$ cat src/rtl/account_txn_ctrl.sv
// Account transaction engine: reads one record from the account RAM, applies a
// query/withdraw/deposit against it, writes the record back on success, then answers.
module account_txn_ctrl #(
    parameter int FINAL_UP_LIMIT_WIDTH   = 15,
    parameter int AVAILABLE_CREDIT_WIDTH = 25,
    parameter int RAM_DATA_WIDTH         = FINAL_UP_LIMIT_WIDTH + AVAILABLE_CREDIT_WIDTH,
    parameter int RAM_MEM_SIZE           = 64,
    localparam int AW                    = $clog2(RAM_MEM_SIZE)
) (
    input  logic                              clk,
    input  logic                              rst_n,
    input  logic                              req_valid,
    output logic                              req_ready,
    input  logic [1:0]                        req_op,
    input  logic [AW-1:0]                     req_addr,
    input  logic [AVAILABLE_CREDIT_WIDTH-1:0] req_amount,
    output logic                              rsp_valid,
    input  logic                              rsp_ready,
    output logic [1:0]                        rsp_status,
    output logic [AVAILABLE_CREDIT_WIDTH-1:0] rsp_credit,
    output logic [FINAL_UP_LIMIT_WIDTH-1:0]   rsp_limit,
    output logic                              ram_we,
    output logic [AW-1:0]                     ram_addr,
    output logic [RAM_DATA_WIDTH-1:0]         ram_wdata,
    input  logic [RAM_DATA_WIDTH-1:0]         ram_rdata
);

    localparam int LW = FINAL_UP_LIMIT_WIDTH;
    localparam int CW = AVAILABLE_CREDIT_WIDTH;
    localparam int DW = RAM_DATA_WIDTH;

    localparam logic [1:0] OP_QUERY    = 2'b00;
    localparam logic [1:0] OP_WITHDRAW = 2'b01;
    localparam logic [1:0] OP_DEPOSIT  = 2'b10;

    localparam logic [1:0] ST_OK        = 2'b00;
    localparam logic [1:0] ST_NO_CREDIT = 2'b01;
    localparam logic [1:0] ST_LIMIT     = 2'b10;
    localparam logic [1:0] ST_OVF_BAD   = 2'b11;

    typedef enum logic [2:0] {
        S_IDLE,
        S_READ,
        S_EXEC,
        S_WRITE,
        S_RESP
    } state_t;

    state_t          state_q, state_d;
    logic [1:0]      op_q, op_d;
    logic [AW-1:0]   addr_q, addr_d;
    logic [CW-1:0]   amount_q, amount_d;
    logic [DW-1:0]   record_q, record_d;
    logic [1:0]      status_q, status_d;
    logic [CW-1:0]   credit_q, credit_d;
    logic [LW-1:0]   limit_q, limit_d;
    logic [DW-1:0]   wdata_q, wdata_d;

    // Evaluation of the captured record
    logic [LW-1:0]   rec_limit;
    logic [CW-1:0]   rec_credit;
    logic [CW:0]     dep_sum;
    logic [1:0]      exec_status;
    logic [CW-1:0]   exec_credit;
    logic            exec_write;

    assign rec_limit  = record_q[DW-1 -: LW];
    assign rec_credit = record_q[CW-1:0];
    assign dep_sum    = {1'b0, rec_credit} + {1'b0, amount_q};

    always_comb begin
        exec_status = ST_OK;
        exec_credit = rec_credit;
        exec_write  = 1'b0;
        case (op_q)
            OP_QUERY: begin
                exec_status = ST_OK;
            end
            OP_WITHDRAW: begin
                // Compare at record width so neither field is truncated
                if (DW'(amount_q) > DW'(rec_limit)) begin
                    exec_status = ST_LIMIT;
                end else if (amount_q > rec_credit) begin
                    exec_status = ST_NO_CREDIT;
                end else begin
                    exec_credit = rec_credit - amount_q;
                    exec_write  = 1'b1;
                end
            end
            OP_DEPOSIT: begin
                if (dep_sum[CW]) begin
                    exec_status = ST_OVF_BAD;
                end else begin
                    exec_credit = dep_sum[CW-1:0];
                    exec_write  = 1'b1;
                end
            end
            default: begin
                exec_status = ST_OVF_BAD;
            end
        endcase
    end

    always_comb begin
        state_d  = state_q;
        op_d     = op_q;
        addr_d   = addr_q;
        amount_d = amount_q;
        record_d = record_q;
        status_d = status_q;
        credit_d = credit_q;
        limit_d  = limit_q;
        wdata_d  = wdata_q;
        case (state_q)
            S_IDLE: begin
                if (req_valid) begin
                    op_d     = req_op;
                    addr_d   = req_addr;
                    amount_d = req_amount;
                    state_d  = S_READ;
                end
            end
            S_READ: begin
                record_d = ram_rdata;
                state_d  = S_EXEC;
            end
            S_EXEC: begin
                status_d = exec_status;
                credit_d = exec_credit;
                limit_d  = rec_limit;
                if (exec_write) begin
                    wdata_d = {rec_limit, exec_credit};
                    state_d = S_WRITE;
                end else begin
                    state_d = S_RESP;
                end
            end
            S_WRITE: begin
                state_d = S_RESP;
            end
            S_RESP: begin
                if (rsp_ready) begin
                    state_d = S_IDLE;
                end
            end
            default: begin
                state_d = S_IDLE;
            end
        endcase
    end

    always_ff @(posedge clk or negedge rst_n) begin
        if (!rst_n) begin
            state_q  <= S_IDLE;
            op_q     <= '0;
            addr_q   <= '0;
            amount_q <= '0;
            record_q <= '0;
            status_q <= '0;
            credit_q <= '0;
            limit_q  <= '0;
            wdata_q  <= '0;
        end else begin
            state_q  <= state_d;
            op_q     <= op_d;
            addr_q   <= addr_d;
            amount_q <= amount_d;
            record_q <= record_d;
            status_q <= status_d;
            credit_q <= credit_d;
            limit_q  <= limit_d;
            wdata_q  <= wdata_d;
        end
    end

    // Handshake strobes come straight off the state register
    assign req_ready  = (state_q == S_IDLE);
    assign rsp_valid  = (state_q == S_RESP);
    assign ram_we     = (state_q == S_WRITE);
    assign ram_addr   = addr_q;
    assign ram_wdata  = wdata_q;
    assign rsp_status = status_q;
    assign rsp_credit = credit_q;
    assign rsp_limit  = limit_q;

endmodule
$ cat config.mk
export PLATFORM = sky130hd
export DESIGN_NAME = account_txn_ctrl
export DESIGN_NICKNAME = d
export VERILOG_FILES = /design/src/rtl/account_txn_ctrl.sv
export SDC_FILE = /design/constraint.sdc
export NUM_CORES = 1
export LEC_CHECK = 0
export BUFFER_PORTS_ARGS = -buffer_cell sky130_fd_sc_hd__buf_2
export CAP_MARGIN = 5
export CORE_MARGIN = 1.5
export CORE_UTILIZATION = 57
export CTS_BUF_LIST = sky130_fd_sc_hd__clkbuf_4 sky130_fd_sc_hd__clkbuf_8 sky130_fd_sc_hd__clkbuf_16
export DETAILED_ROUTE_END_ITERATION = 10
export PLACE_DENSITY_LB_ADDON = 0.1
export SLEW_MARGIN = 30
export SYNTH_ARGS = -nofsm -noshare
export SYNTH_HDL_FRONTEND = slang
export SYNTH_SLANG_ARGS = --single-unit
$ cat constraint.sdc
create_clock -name clk -period 3.7 [get_ports clk]
set_input_delay 0.74 -clock clk [delete_from_list [all_inputs] [get_ports clk]]
set_output_delay 0.74 -clock clk [all_outputs]
set_load 0.01 [all_outputs]
After elaboration in Yosys (flattened, before gate mapping)

Cells that the tools add are included.

$add $sub $neg: 2
$lt $le $gt $ge: 2
Equality and inequality tests: 8
Multiplexer cells: 16
Reduce and logical (&&, ||, !) cells: 5

Operators by type and width:

| operator             | count |
|---|---|
| $mux W25             | 3 |
| $pmux W25 S2         | 1 |
| $add A25 B25 Y26     | 1 |
| $gt A25 B15 Y1       | 1 |
| $gt A25 B25 Y1       | 1 |
| $sub A25 B25 Y25     | 1 |
| $pmux W3 S5          | 1 |
| $mux W3              | 3 |
| $eq A3 B2 Y1 const B | 2 |
| $pmux W2 S3          | 1 |
| $reduce_and A2 Y1    | 3 |
| $mux W1              | 4 |
| $mux W2              | 2 |
| $eq A3 B1 Y1 const B | 1 |
| $eq A3 B3 Y1 const B | 1 |
| $logic_not A3 Y1     | 1 |
| $eq A2 B1 Y1 const B | 1 |
| $eq A2 B2 Y1 const B | 1 |
| $logic_not A2 Y1     | 1 |
| $ne A2 B1 Y1 const B | 1 |
| $ne A2 B2 Y1 const B | 1 |
| $pmux W1 S2          | 1 |

Flip-flop bits (word level): 158
Output and inout bits: 91
Word-level logic and storage cells: 42

Depth between registers and ports, before layout

Word-level depth: 6
Mapped depth: 15

Worst setup path after synthesis

OpenSTA, ideal clock, no wires.

Path kind: reg2reg
Start: register amount_q[10]
End: register credit_q[11] (netlist: rsp_credit[11])
Arrival time: 2.811 ns
Required time: 3.575 ns
Setup slack: 0.764 ns
Stages on the path, launching flop included: 14
Period minus slack after synthesis: 2.936 ns
Cells stage by stage: dfrtp_1 > inv_1 > ha_1 > buf_6 > a211oi_2 > o31ai_1 > a221oi_2 > a21oi_1 > o21a_4 > o211a_4 > buf_6 > a221o_1 > a22o_1 > mux2_2

Cells in the longest elaborated chain, start to end: 4
Elaborated cells between the ends (all ways): 8

Ends and longest elaborated chain:

| element                                                   | RTL line | text |
|---|---|---|
| start, declared                                           | 52       | `logic [CW-1:0] amount_q, amount_d;` |
| start signal, assigned                                    | 167      | `amount_q <= amount_d;` |
| $sub A25 B25 Y25 / $gt A25 B25 Y1 (equally long branches) | 86, 83   |  |
| $mux W25                                                  | 83       | `end else if (amount_q > rec_credit) begin` |
| $mux W25                                                  | 81       | `if (DW'(amount_q) > DW'(rec_limit)) begin` |
| $pmux W25 S2 *                                            | 75       | `case (op_q)` |
| end signal, assigned                                      | 170      | `credit_q <= credit_d;` |
| end, declared                                             | 55       | `logic [CW-1:0] credit_q, credit_d;` |

Mark *: on every way between the ends. The rest lies on a longest branch, timed or not.
A chain may end at the register's enable or synchronous reset.

Final worst setup path

Start: register amount_q[0]
End: register wdata_q[22] (netlist: ram_wdata[22])

Cells in the longest elaborated chain, start to end: 5
Elaborated cells between the ends (all ways): 13

Ends and longest elaborated chain:

| element                            | RTL line | text |
|---|---|---|
| $gt A25 B25 Y1                     | 83       |  |
| $mux W1                            | 83       |  |
| $mux W1                            | 81       |  |
| $pmux W1 S2                        | 75       |  |
| $reduce_and A2 Y1 (no source line) | -        |  |
| end signal, assigned               | 172      | `wdata_q <= wdata_d;` |
| end, declared                      | 57       | `logic [DW-1:0] wdata_q, wdata_d;` |

Several ways; a longest one is shown, not always the timed one.

==> flow_summary.toml <==
[logic_synthesis]
synth_area_leader_cell = "dfrtp_1"
ys_async_sr_fraction = 1.00
commonest_cells_in_the_synthesized_netlist = "158 x dfrtp_1, 99 x nand2_1, 96 x o21ai_0"
postSynthCellCount = 1040
post_synthesis_register_bit_count = 158
post_synth.cell_area_avg_um2 = 9.40
synth_enable_flop_cells = 0
synth.most_common_cell = "dfrtp_1"
ys.warnings.count = 0
synthesis.area_um2 = 9780
synthTopCellsByArea = "dfrtp_1 40%, ha_1 8.7%, mux2_2 6.9%"
proportion_of_synthesized_chip_area_in_sequential_cells = 0.404
netlist-cell-type-count = 84
dominantRegCellSynth = "dfrtp_1"
synthDominantCellAreaShare = 0.404
mappedNetlistNets = 1187

[placement]
place.detailed.hpwl_mm = 22.1
port-buffer-count = 167
place_congestion = 0.982
placedCellCount = 1417

[route]
routed_via_density = 6.09
vias = 8826
totalWireLength_mm = 29.4
avgRoutedWirePerCell_um = 20.3
firstDrtPassIters = 8
detail_route.drc_violations = 0
drt_iter0_markers = 629
detail-route-antenna-nets = 0

[die]
pin_count = 168
initial_utilization = 0.586
fp.dieArea_um2 = 18000
number_of_standard_cell_rows_in_the_floorplan = 47
die_height_um = 134
core_region_area_um2 = 16700
die_w_um = 134

[worst_setup_path]
timing.critical_path.arrival_ns = 3.80
required_time_reported_for_the_critical_path_endpoint_ns = 4.01
cp-end-kind = "register"
path_max_fanout = 3
cp-start-kind = "register"
setup.worst_path.class = "reg2reg"

[grt]
total_track_usage = 0.334
grt_pass1_vias = 8517
grt_remaining_overflow = 0
grt_first_pass_wirelength_mm = 46.4
grt_max_degree = 108
antenna_found_initial = 0

[clocking]
worstSkewPairLatency_ns = 0.43
clock_tree.buffer_depth = 2
clkTransAtPathRegs_ns = 0.07
cts_hold_repair.buffers = 0
cts.sink_count = 158
cts_tree = "built"
clock_tree.root_cell = "clkbuf_16"
clock_tree.htree_level_count = 4
numCtsBuffers = 17

[cells_and_area]
fin_cells = 1450
finalNetCount = 1364
insertedDiodeCount = 0
syn_to_final_growth_pct = 19.3
drive_gt1_frac = 0.287

[sta]
setup_viol_count_final = 0
maxClockFrequency_ghz = 0.287
fin_crit_sh = 0.942
finalHoldViolations = 0
rsz0062_at_grt = "no"
worst_pin_slew_ns = 0.829
skew_ns = 0.0113
final_max_slew_viol_count = 0
timing.slew.headroom = 0.433
timing.final.crit_period_ns = 3.48

[run]
maxCapViolCount = 0

[hold_path]
class_of_the_most_critical_hold_timing_path = "in2async"

[run_status]
status = "completed"
## sequential cells by signal, indices dropped and copies added (netlist names)
signal      cells
state_q         3
rsp_credit     25
record_q       40
op_q            2
amount_q       25
rsp_limit      15
rsp_status      2
ram_wdata      40
ram_addr        6
## path summary, 6_finish.rpt
| path | start | endpoint | slack (ns) | cells after the start |
|---|---|---|---|---|
| hold reg to reg | rsp_limit[8] | rsp_limit[8] | 0.48 | 2 |
| max in group asynchronous | rst_n | amount_q[21] | 2.57 | 2 |
| setup / recovery | amount_q[0] | ram_wdata[22] | 0.22 | 12 |
| min in group clk | rsp_limit[8] | rsp_limit[8] | 0.48 | 2 |
| setup reg to reg | amount_q[0] | ram_wdata[22] | 0.22 | 12 |
| hold / removal | rst_n | ram_wdata[38] | 0.38 | 1 |
## placed cells by master (no fill, tap or decap), types with 10 or more instances in the layout
cell,n
a211oi_1,10
a21oi_1,53
a31oi_1,14
buf_2,166
buf_4,45
clkbuf_16,17
dfrtp_1,158
ha_1,66
inv_1,71
mux2_2,60
nand2_1,99
nand3_1,16
nor2_1,75
nor2b_1,11
nor3_1,15
nor4_1,13
o211ai_1,10
o21ai_0,96
o221ai_1,12
xnor2_1,11
## worst max-delay path, cell delays in order, from the launching register on
cell and delay [ns]:
dfrtp_1 0.42, ha_1 0.26, fa_1 0.44, nor2b_1 0.18
o2111ai_1 0.14, a211oi_1 0.48, nor3_1 0.21, o21bai_1 0.38
nand3_1 0.14, and4_2 0.26, a211oi_2 0.22, buf_4 0.17
a21oi_1 0.06
## logic make-up after synthesis
family / synth area share
compound gates: 0.217
xor+xnor: 0.0152
fa+ha+maj: 0.0911
buf+inv: 0.0572
flops: 0.404
mux: 0.0762
simple gates: 0.139
## what timing repair did
action,CTS,global route
gates resized for setup,1,8
buffers inserted,0,1
pin swaps,1,2
endpoints found under the setup margin,4,24
## stage by stage
step                      cell area [um^2]  hold WS, ns  setup TNS [ns]  setup WS [ns]   util
after floorplan                       9780        0.444               0          0.764      -
after global placement               11000        0.457               0         0.0869  0.660
after detailed placement             11000        0.465         -0.0620        -0.0349  0.660
after CTS                            11600        0.470               0         0.0125  0.697
after global routing                 11700        0.458               0        0.00541  0.699
final                                11700        0.381               0          0.215  0.699
## layout make-up
class,instances,area (um^2)
Multi-Input combinational cell,752,5320
Fill cell,1335,5030
Sequential cell,158,3950
Timing Repair Buffer,215,1240
Clock buffer,17,425
Tap cell,220,275
Inverter,73,274
Clock inverter,15,185
## layer usage
metal / up-vias / routed length, um / GRT usage
met3: 60 / 1790 / 0.0476
met5: - / 0 / 0
met4: 0 / 824 / 0.112
li1: 4105 / - / -
met2: 358 / 13700 / 0.536
met1: 4303 / 13100 / 0.467
Power is left out: the tool's default activity adds up to more than one toggle a clock period on the data nets, which glitch-free logic cannot reach.
